**src/rtl/onehot_decoder_pkg.sv**
```systemverilog
// Shared types and widths for the one-hot decoder and its entry buffer.
package onehot_decoder_pkg;

  localparam int unsigned CODE_W = 3;
  localparam int unsigned OUT_W  = 8;

  // One buffered entry: decoder enable plus the binary code.
  typedef struct packed {
    logic              en;
    logic [CODE_W-1:0] code;
  } entry_t;

  // One-hot decode of a stored entry; a disabled entry decodes to zero.
  function automatic logic [OUT_W-1:0] decode(input entry_t e);
    logic [OUT_W-1:0] word;
    word = '0;
    if (e.en) begin
      word = OUT_W'(1) << e.code;
    end
    return word;
  endfunction

endpackage

```
**src/rtl/onehot_fifo.sv**
```systemverilog
// Valid/ready FIFO of DEPTH entries; pointers wrap modulo DEPTH.
module onehot_fifo #(
  parameter int unsigned DEPTH   = 4,
  parameter type         entry_t = logic [3:0]
) (
  input  logic                     clk,
  input  logic                     rst_n,
  input  logic                     push_valid,
  output logic                     push_ready,
  input  entry_t                   push_data,
  output logic                     pop_valid,
  input  logic                     pop_ready,
  output entry_t                   pop_data,
  output logic [$clog2(DEPTH):0]   level
);

  localparam int unsigned PW = $clog2(DEPTH);
  localparam int unsigned LW = PW + 1;

  logic [PW-1:0] wr_ptr_q, wr_ptr_d;
  logic [PW-1:0] rd_ptr_q, rd_ptr_d;
  logic [LW-1:0] level_q, level_d;
  entry_t        mem_q [DEPTH];
  entry_t        mem_d [DEPTH];
  logic          push;
  logic          pop;

  // Ready looks only at stored level, so a pop never opens a same-cycle slot.
  assign push_ready = rst_n && (level_q != LW'(DEPTH));
  assign pop_valid  = (level_q != '0);
  assign push       = push_valid && push_ready;
  assign pop        = pop_valid && pop_ready;
  assign pop_data   = mem_q[rd_ptr_q];
  assign level      = level_q;

  // Next-state: storage write, pointer advance and occupancy update.
  always_comb begin
    mem_d    = mem_q;
    wr_ptr_d = wr_ptr_q;
    rd_ptr_d = rd_ptr_q;
    level_d  = level_q;
    if (push) begin
      mem_d[wr_ptr_q] = push_data;
      wr_ptr_d        = wr_ptr_q + PW'(1);
    end
    if (pop) begin
      rd_ptr_d = rd_ptr_q + PW'(1);
    end
    case ({push, pop})
      2'b10:   level_d = level_q + LW'(1);
      2'b01:   level_d = level_q - LW'(1);
      default: level_d = level_q;
    endcase
  end

  // Control state with synchronous active-low reset.
  always_ff @(posedge clk) begin
    if (!rst_n) begin
      wr_ptr_q <= '0;
      rd_ptr_q <= '0;
      level_q  <= '0;
    end else begin
      wr_ptr_q <= wr_ptr_d;
      rd_ptr_q <= rd_ptr_d;
      level_q  <= level_d;
    end
  end

  // Entry storage; contents are don't-care while level excludes them.
  always_ff @(posedge clk) begin
    mem_q <= mem_d;
  end

endmodule

```
**src/rtl/onehot_decoder.sv**
```systemverilog
// Buffered 3-to-8 one-hot decoder; decode sits on the registered FIFO head.
module onehot_decoder
  import onehot_decoder_pkg::*;
#(
  parameter int unsigned DEPTH = 4
) (
  input  logic                   clk,
  input  logic                   rst_n,
  input  logic                   in_valid,
  output logic                   in_ready,
  input  logic [2:0]             in_code,
  input  logic                   in_en,
  output logic                   out_valid,
  input  logic                   out_ready,
  output logic [7:0]             out_d,
  output logic [$clog2(DEPTH):0] level
);

  entry_t in_entry;
  entry_t head;

  assign in_entry.en   = in_en;
  assign in_entry.code = in_code;

  onehot_fifo #(
    .DEPTH   (DEPTH),
    .entry_t (entry_t)
  ) u_fifo (
    .clk        (clk),
    .rst_n      (rst_n),
    .push_valid (in_valid),
    .push_ready (in_ready),
    .push_data  (in_entry),
    .pop_valid  (out_valid),
    .pop_ready  (out_ready),
    .pop_data   (head),
    .level      (level)
  );

  // Output word is forced to zero whenever nothing is presented.
  always_comb begin
    out_d = '0;
    if (out_valid) begin
      out_d = decode(head);
    end
  end

endmodule

```
**config.mk**
```make
export PLATFORM = sky130hd
export DESIGN_NAME = onehot_decoder
export DESIGN_NICKNAME = d
export VERILOG_FILES = /design/src/rtl/onehot_decoder_pkg.sv /design/src/rtl/onehot_fifo.sv /design/src/rtl/onehot_decoder.sv
export SDC_FILE = /design/constraint.sdc
export NUM_CORES = 1
export LEC_CHECK = 0
export ABC_AREA = 1
export CAP_MARGIN = 20
export CELL_PAD_IN_SITES_DETAIL_PLACEMENT = 1
export CELL_PAD_IN_SITES_GLOBAL_PLACEMENT = 1
export CORE_ASPECT_RATIO = 0.9
export CORE_MARGIN = 10
export CORE_UTILIZATION = 41
export DETAILED_ROUTE_END_ITERATION = 8
export GPL_TIMING_DRIVEN = 0
export PLACE_DENSITY_LB_ADDON = 0.1
export SLEW_MARGIN = 20
export SYNTH_ARGS = -nofsm -noshare
export SYNTH_HDL_FRONTEND = slang
export SYNTH_SLANG_ARGS = --single-unit
```
**constraint.sdc**
```tcl
create_clock -name clk -period 3.7 [get_ports clk]
set_clock_uncertainty 0.1 [all_clocks]
set_input_delay 0.74 -clock clk [delete_from_list [all_inputs] [get_ports clk]]
set_output_delay 0.74 -clock clk [all_outputs]
set_load 0.05 [all_outputs]
```
# [Word-level counts from Yosys, hierarchy flattened]
# Cells that the tools add are included.
[op_classes] bitwise=2 n_eq_ne=3 mux=9 shifts=1 n_addsub=4 n_reduce_logical=6 order_cmp=3
[ops] op="$bwmux W16" n=1
[ops] op="$mux W8" n=2
[ops] op="$mux W4" n=3
[ops] op="$bmux W4 S2" n=1
[ops] op="$demux W4 S2" n=1
[ops] op="$shl A1 B3 Y8 const A" n=1
[ops] op="$ge A3 B3 Y1 const B" n=2
[ops] op="$not A2 Y3" n=2
[ops] op="$pmux W3 S2" n=1
[ops] op="$add A2 B1 Y2 const B" n=2
[ops] op="$logic_and A1 B1 Y1" n=4
[ops] op="$add A3 B1 Y3 const B" n=1
[ops] op="$lt A3 B1 Y1 const B" n=1
[ops] op="$ne A3 B3 Y1 const B" n=1
[ops] op="$reduce_bool A3 Y1" n=1
[ops] op="$sub A3 B1 Y3 const B" n=1
[ops] op="$eq A2 B1 Y1 const B" n=1
[ops] op="$eq A2 B2 Y1 const B" n=1
[ops] op="$reduce_bool A2 Y1" n=1
[word_totals] reg_bits=23 output_inout_bits=13 wordCells=39 in_bits=8

# [Logic depth before layout (Yosys ltp)]
# Gate-level depths: netlist of run 1.
[logic_depth] word_depth=7 mapped_depth=12 ltp_nobuf=12

# [Cells and area by module]
# A second synthesis of run 1 with hierarchy kept.
[hier_totals] cells_unflattened=122 area_unflattened_um2=1133.6
[modules_own_cells] mod="onehot_fifo" area_per_inst_um2=1067.3 cells_per_inst=105 seq_area_each_um2=620.6 instances=1
[modules_own_cells] mod="onehot_decoder" area_per_inst_um2=66.3 cells_per_inst=17 seq_area_each_um2=0.0 instances=1

# [Least setup slack after synthesis of run 1]
# No wires, ideal clock.
[synth_timing] path_kind="register -> output" startpoint="register u_fifo.level_q[0], in the netlist u_fifo.level[0]" endpoint="output port out_d[0]" slack_ps=852 t_arrival_ps=2008 required_ps=2860 stages_incl_launch_ff=7 path_buffers=0 path_cell_list="dfxtp_1 > inv_1 > nand3b_4 > nand2_2 > nor2_4 > nand2_2 > nor2_1"
[synth_between] elab_chain_len=2
[synth_lines] element="start, declared" line_no="onehot_fifo.sv:22" rtl="logic [LW-1:0] level_q, level_d;"
[synth_lines] element="start signal, assigned" line_no="onehot_fifo.sv:65" rtl="level_q <= level_d;"
[synth_lines] element="$reduce_bool A3 Y1" line_no="onehot_fifo.sv:30" rtl="assign pop_valid = (level_q != '0);"
[synth_lines] element="via out_valid" line_no="onehot_decoder.sv:13" rtl="output logic out_valid,"
[synth_lines] element="$mux W8" line_no="onehot_decoder.sv:43" rtl="if (out_valid) begin"
[synth_lines] element="end, declared" line_no="onehot_decoder.sv:15" rtl="output logic [7:0] out_d,"
# The timed path passes the listed nets, and every way through them passes these cells.

# [Worst setup path after layout of run 1]
[layout_timing] startpoint="input port rst_n" endpoint="output port in_ready"
[layout_between] elab_chain_len=1
[layout_lines] element="start, declared" line_no="onehot_decoder.sv:8" rtl="input logic rst_n,"
[layout_lines] element="$logic_and A1 B1 Y1" line_no="onehot_fifo.sv:29" rtl="assign push_ready = rst_n && (level_q != LW'(DEPTH));"
[layout_lines] element="end, declared" line_no="onehot_decoder.sv:10" rtl="output logic in_ready,"
# No other way between the ends.

==> flow_summary_export.csv, run 1 <==
group,metric,value,unit
status,outcome,"complete, no violations",
finish,num_antenna_cells,0,
global_route,grt_pass1_wl,3800,microns
setup_path,reg2regPathDepth,11,
power,powerDensity,664,nW/um^2
sta,slew_violations,0,
global_route,antenna_found_initial,0,
floorplan,die_w,76.2,microns
floorplan,core_area,2730,sq um
sta,hold_ws,0.430,ns
power,leakage,0.000589,uW
setup_path,worstSetupEndpointType,"primary output",
clock_network,ctsRootBufferMaster,"clkbuf_4",
logic_synthesis,ys_types,21,
clock_network,cts_tree,"built",
sta,setup-tns-final,0,ns
logic_synthesis,yosys.area_share.simple,0.287,
setup_path,crit_fanout,8,
placement,numPortBuffers,20,
logic_synthesis,synth_nets,141,
setup_path,slowest_stage,"clkdlybuf4s50_1",
sta,slew_headroom,0.663,
logic_synthesis,synth-seq-cells,23,
floorplan,dieArea,5380,sq um
clock_network,ctsHoldBuffers,0,
sta,grt_setup_unrepaired,"no",
logic_synthesis,yosysTopAreaCell,"edfxtp_1",
setup_path,arrival,2.66,ns
setup_path,r2r_slack,1.52,ns
sta,finalCriticalPeriod,3.50,ns
logic_synthesis,avgSynthCellArea,9.17,sq um
placement,place_congestion,0.715,
setup_path,start_kind,"input pin",
finish,drive_gt1_frac,0.132,
setup_path,path_cells,"clkdlybuf4s50_1, inv_1, a31oi_1, clkdlybuf4s50_1",
min_path,hp-start,"u_fifo.wr_ptr_q[1]$_SDFFE_PN0P_",
clock_network,htreeDepth,1,
clock_network,post_cts_buffers,0,
finish,area_delta_synth_final,23.8,%
global_route,grt_pass1_vias,858,
min_path,hold_depth,2,
route,finalWirelength,2320,microns
floorplan,initial_utilization,0.427,
route,ant_nets,0,
clock_network,cts_resized,0,
setup_path,worstReg2RegStart,"u_fifo.level[0]$_SDFFE_PN0P_",
logic_synthesis,syn-instance-count,127,
finish,final.fill_count,330,
global_route,grt-ovfl-total,0,
route,num_vias,857,
route,wire_per_inst,12.1,microns
global_route,gr-usage-all-layers,0.0853,
route,drt_first_iter_violations,21,
logic_synthesis,synth.area.top_cells,"edfxtp_1 41%, dfxtp_1 12%, nand2_1 10%, nor2_1 6.1%, ha_1 5.4%",
finish,nets,166,
route,drc_errors,0,
setup_path,crit_type,"input pin to primary output",
sta,max_freq,285,MHz
logic_synthesis,synthesis.area,1160,sq um
clock_network,numCtsBuffers,3,
min_path,holdPathEnd,"u_fifo.wr_ptr_q[1]$_SDFFE_PN0P_",
finish,fin_util,0.529,
clock_network,clkTransAtPathRegs,0.12,ns
route,dr.pass1.iters,4,
setup_path,crit_top_cell,"clkdlybuf4s50_1",
setup_path,critPathRequiredTime,2.86,ns
setup_path,slowest_delay,0.86,ns
floorplan,die_height,70.6,microns
setup_path,reg2reg_to,"u_fifo.level[2]$_SDFFE_PN0P_",
sta,finalCritPeriodShare,0.947,
route,vias_per_cell,4.49,
flow_run,max_cap_viol_count,0,
placement,hpwl,2000,microns
logic_synthesis,synth_top_family_by_area,"simple AND/OR/NAND/NOR gates",
clock_network,clock_sink_count,23,
power,vdd_drop_max,0.306,mV
min_path,hold_path_class,"register to register",
floorplan,io_pins,21,
clock_network,cts_buffer_depth,2,
sta,setup_violations,0,
logic_synthesis,ys_seq_area_frac,0.533,
sta,worst_pin_slew,0.504,ns
logic_synthesis,synth-xor-area-share,0.00752,
global_route,grt_start_max_net_pins,14,
logic_synthesis,synth_fa_ha_area_frac,0.0709,
logic_synthesis,synth.top_cell.area_share,0.412,
logic_synthesis,synth-compound-area-share,0.0311,
logic_synthesis,synthMuxAreaShare,0,
sta,hold_viol_final,0,
logic_synthesis,ys.warnings.count,0,
floorplan,std_cell_rows,18,
clock_network,clk_latency,0.30,ns
==> how the worst max path moves through the flow <==
stage	from	to	slack, ns	cells past startpoint
finish	rst_n	in_ready	0.20	4
global route	rst_n	in_ready	0.13	4
CTS	rst_n	in_ready	0.22	4
detailed placement	rst_n	in_ready	0.22	4
global placement	rst_n	in_ready	0.23	4
floorplan	u_fifo.level[0]$_SDFFE_PN0P_	out_d[0]	0.85	6
==> layer usage <==
metal / global-route usage / part of all wire / vias up
li1: - / - / 452
met1: 0.0955 / 0.47 / 381
met2: 0.142 / 0.45 / 20
met3: 0.0391 / 0.069 / 4
met4: 0.0289 / 0.012 / 0
met5: 0 / 0 / -
==> worst max-delay path: cells and delay by family <==
family          cells  cell delay (ns)
compound gates      1             0.25
buf+inv             3             1.68
==> cell families (layout without fill, tap and decap cells) <==
kind of cell | Yosys count | in the layout
adder cells (fa/ha/maj) | 6 | 6
XOR/XNOR | 1 | 1
buffers and inverters | 19 | 43
flip-flops | 23 | 23
AO/OA/AOI/OAI | 7 | 7
AND/OR/NAND/NOR | 71 | 71
==> area by class of cell <==
| type | instances | area (sq um) | share of cell area |
|---|---|---|---|
| plain buffers | 2 | 18.8 | 0.0130 |
| clock buffers | 3 | 22.5 | 0.0156 |
| clock inverters | 1 | 5.00 | 0.00347 |
| inverters | 17 | 63.8 | 0.0442 |
| multi-input cells | 85 | 462 | 0.320 |
| flip-flops and latches | 23 | 621 | 0.430 |
| well taps | 40 | 50.0 | 0.0347 |
| repair buffers | 20 | 200 | 0.139 |
==> flip-flops by register name, indices dropped and copies added, names as in the netlist <==
| signal | flops |
|---|---|
| u_fifo.wr_ptr_q | 2 |
| u_fifo.mem_q | 16 |
| u_fifo.level | 3 |
| u_fifo.rd_ptr_q | 2 |
==> report_power, final <==
part,total (uW),switching [uW],internal [uW]
clock network,109,68.5,40.2
logic,517,344,173
registers,333,26.8,306
==> synth_stat cells <==
cell type,number
a21oi_1,3
a31oi_1,1
buf_4,1
buf_6,1
dfxtp_1,7
edfxtp_1,16
fa_1,1
ha_1,5
inv_1,14
inv_2,3
nand2_1,31
nand2_2,6
nand3_1,9
nand3_2,2
nand3b_4,1
nand4_1,1
nor2_1,19
nor2_2,1
nor2_4,1
o21ai_0,3
xor2_1,1
==> cell usage in the layout, fill, tap and decap left out, types with 2 or more instances in the layout <==
| cell | netlist | routed |
|---|---|---|
| a21oi_1 | 3 | 3 |
| clkbuf_4 | 0 | 3 |
| clkdlybuf4s50_1 | 0 | 20 |
| dfxtp_1 | 7 | 7 |
| edfxtp_1 | 16 | 16 |
| ha_1 | 5 | 5 |
| inv_1 | 14 | 14 |
| inv_2 | 3 | 3 |
| nand2_1 | 31 | 31 |
| nand2_2 | 6 | 6 |
| nand3_1 | 9 | 9 |
| nand3_2 | 2 | 2 |
| nor2_1 | 19 | 19 |
| o21ai_0 | 3 | 3 |
==> per-stage QoR <==
stage / setup WS [ns] / power, uW / std cells / instance area (sq um)
global placement: 0.232 / 846 / 187 / 1420
floorplan: 0.852 / 718 / 127 / 1160
CTS: 0.219 / 972 / 191 / 1440
finish: 0.196 / 958 / 191 / 1440
detailed placement: 0.223 / 865 / 187 / 1420
global route: 0.132 / 1030 / 191 / 1440
Power figures use the tool's default switching activity.
==> inputs of run 2 (changes only) <==
--- a/config.mk
+++ b/config.mk
@@ -15,6 +15,7 @@
 export DETAILED_ROUTE_END_ITERATION = 8
 export GPL_TIMING_DRIVEN = 0
 export PLACE_DENSITY_LB_ADDON = 0.1
+export SETUP_SLACK_MARGIN = 0.02
 export SLEW_MARGIN = 20
 export SYNTH_ARGS = -nofsm -noshare
 export SYNTH_HDL_FRONTEND = slang
==> results of run 2 <==
No change in the layout: final DEF, timing and power equal those of run 1.
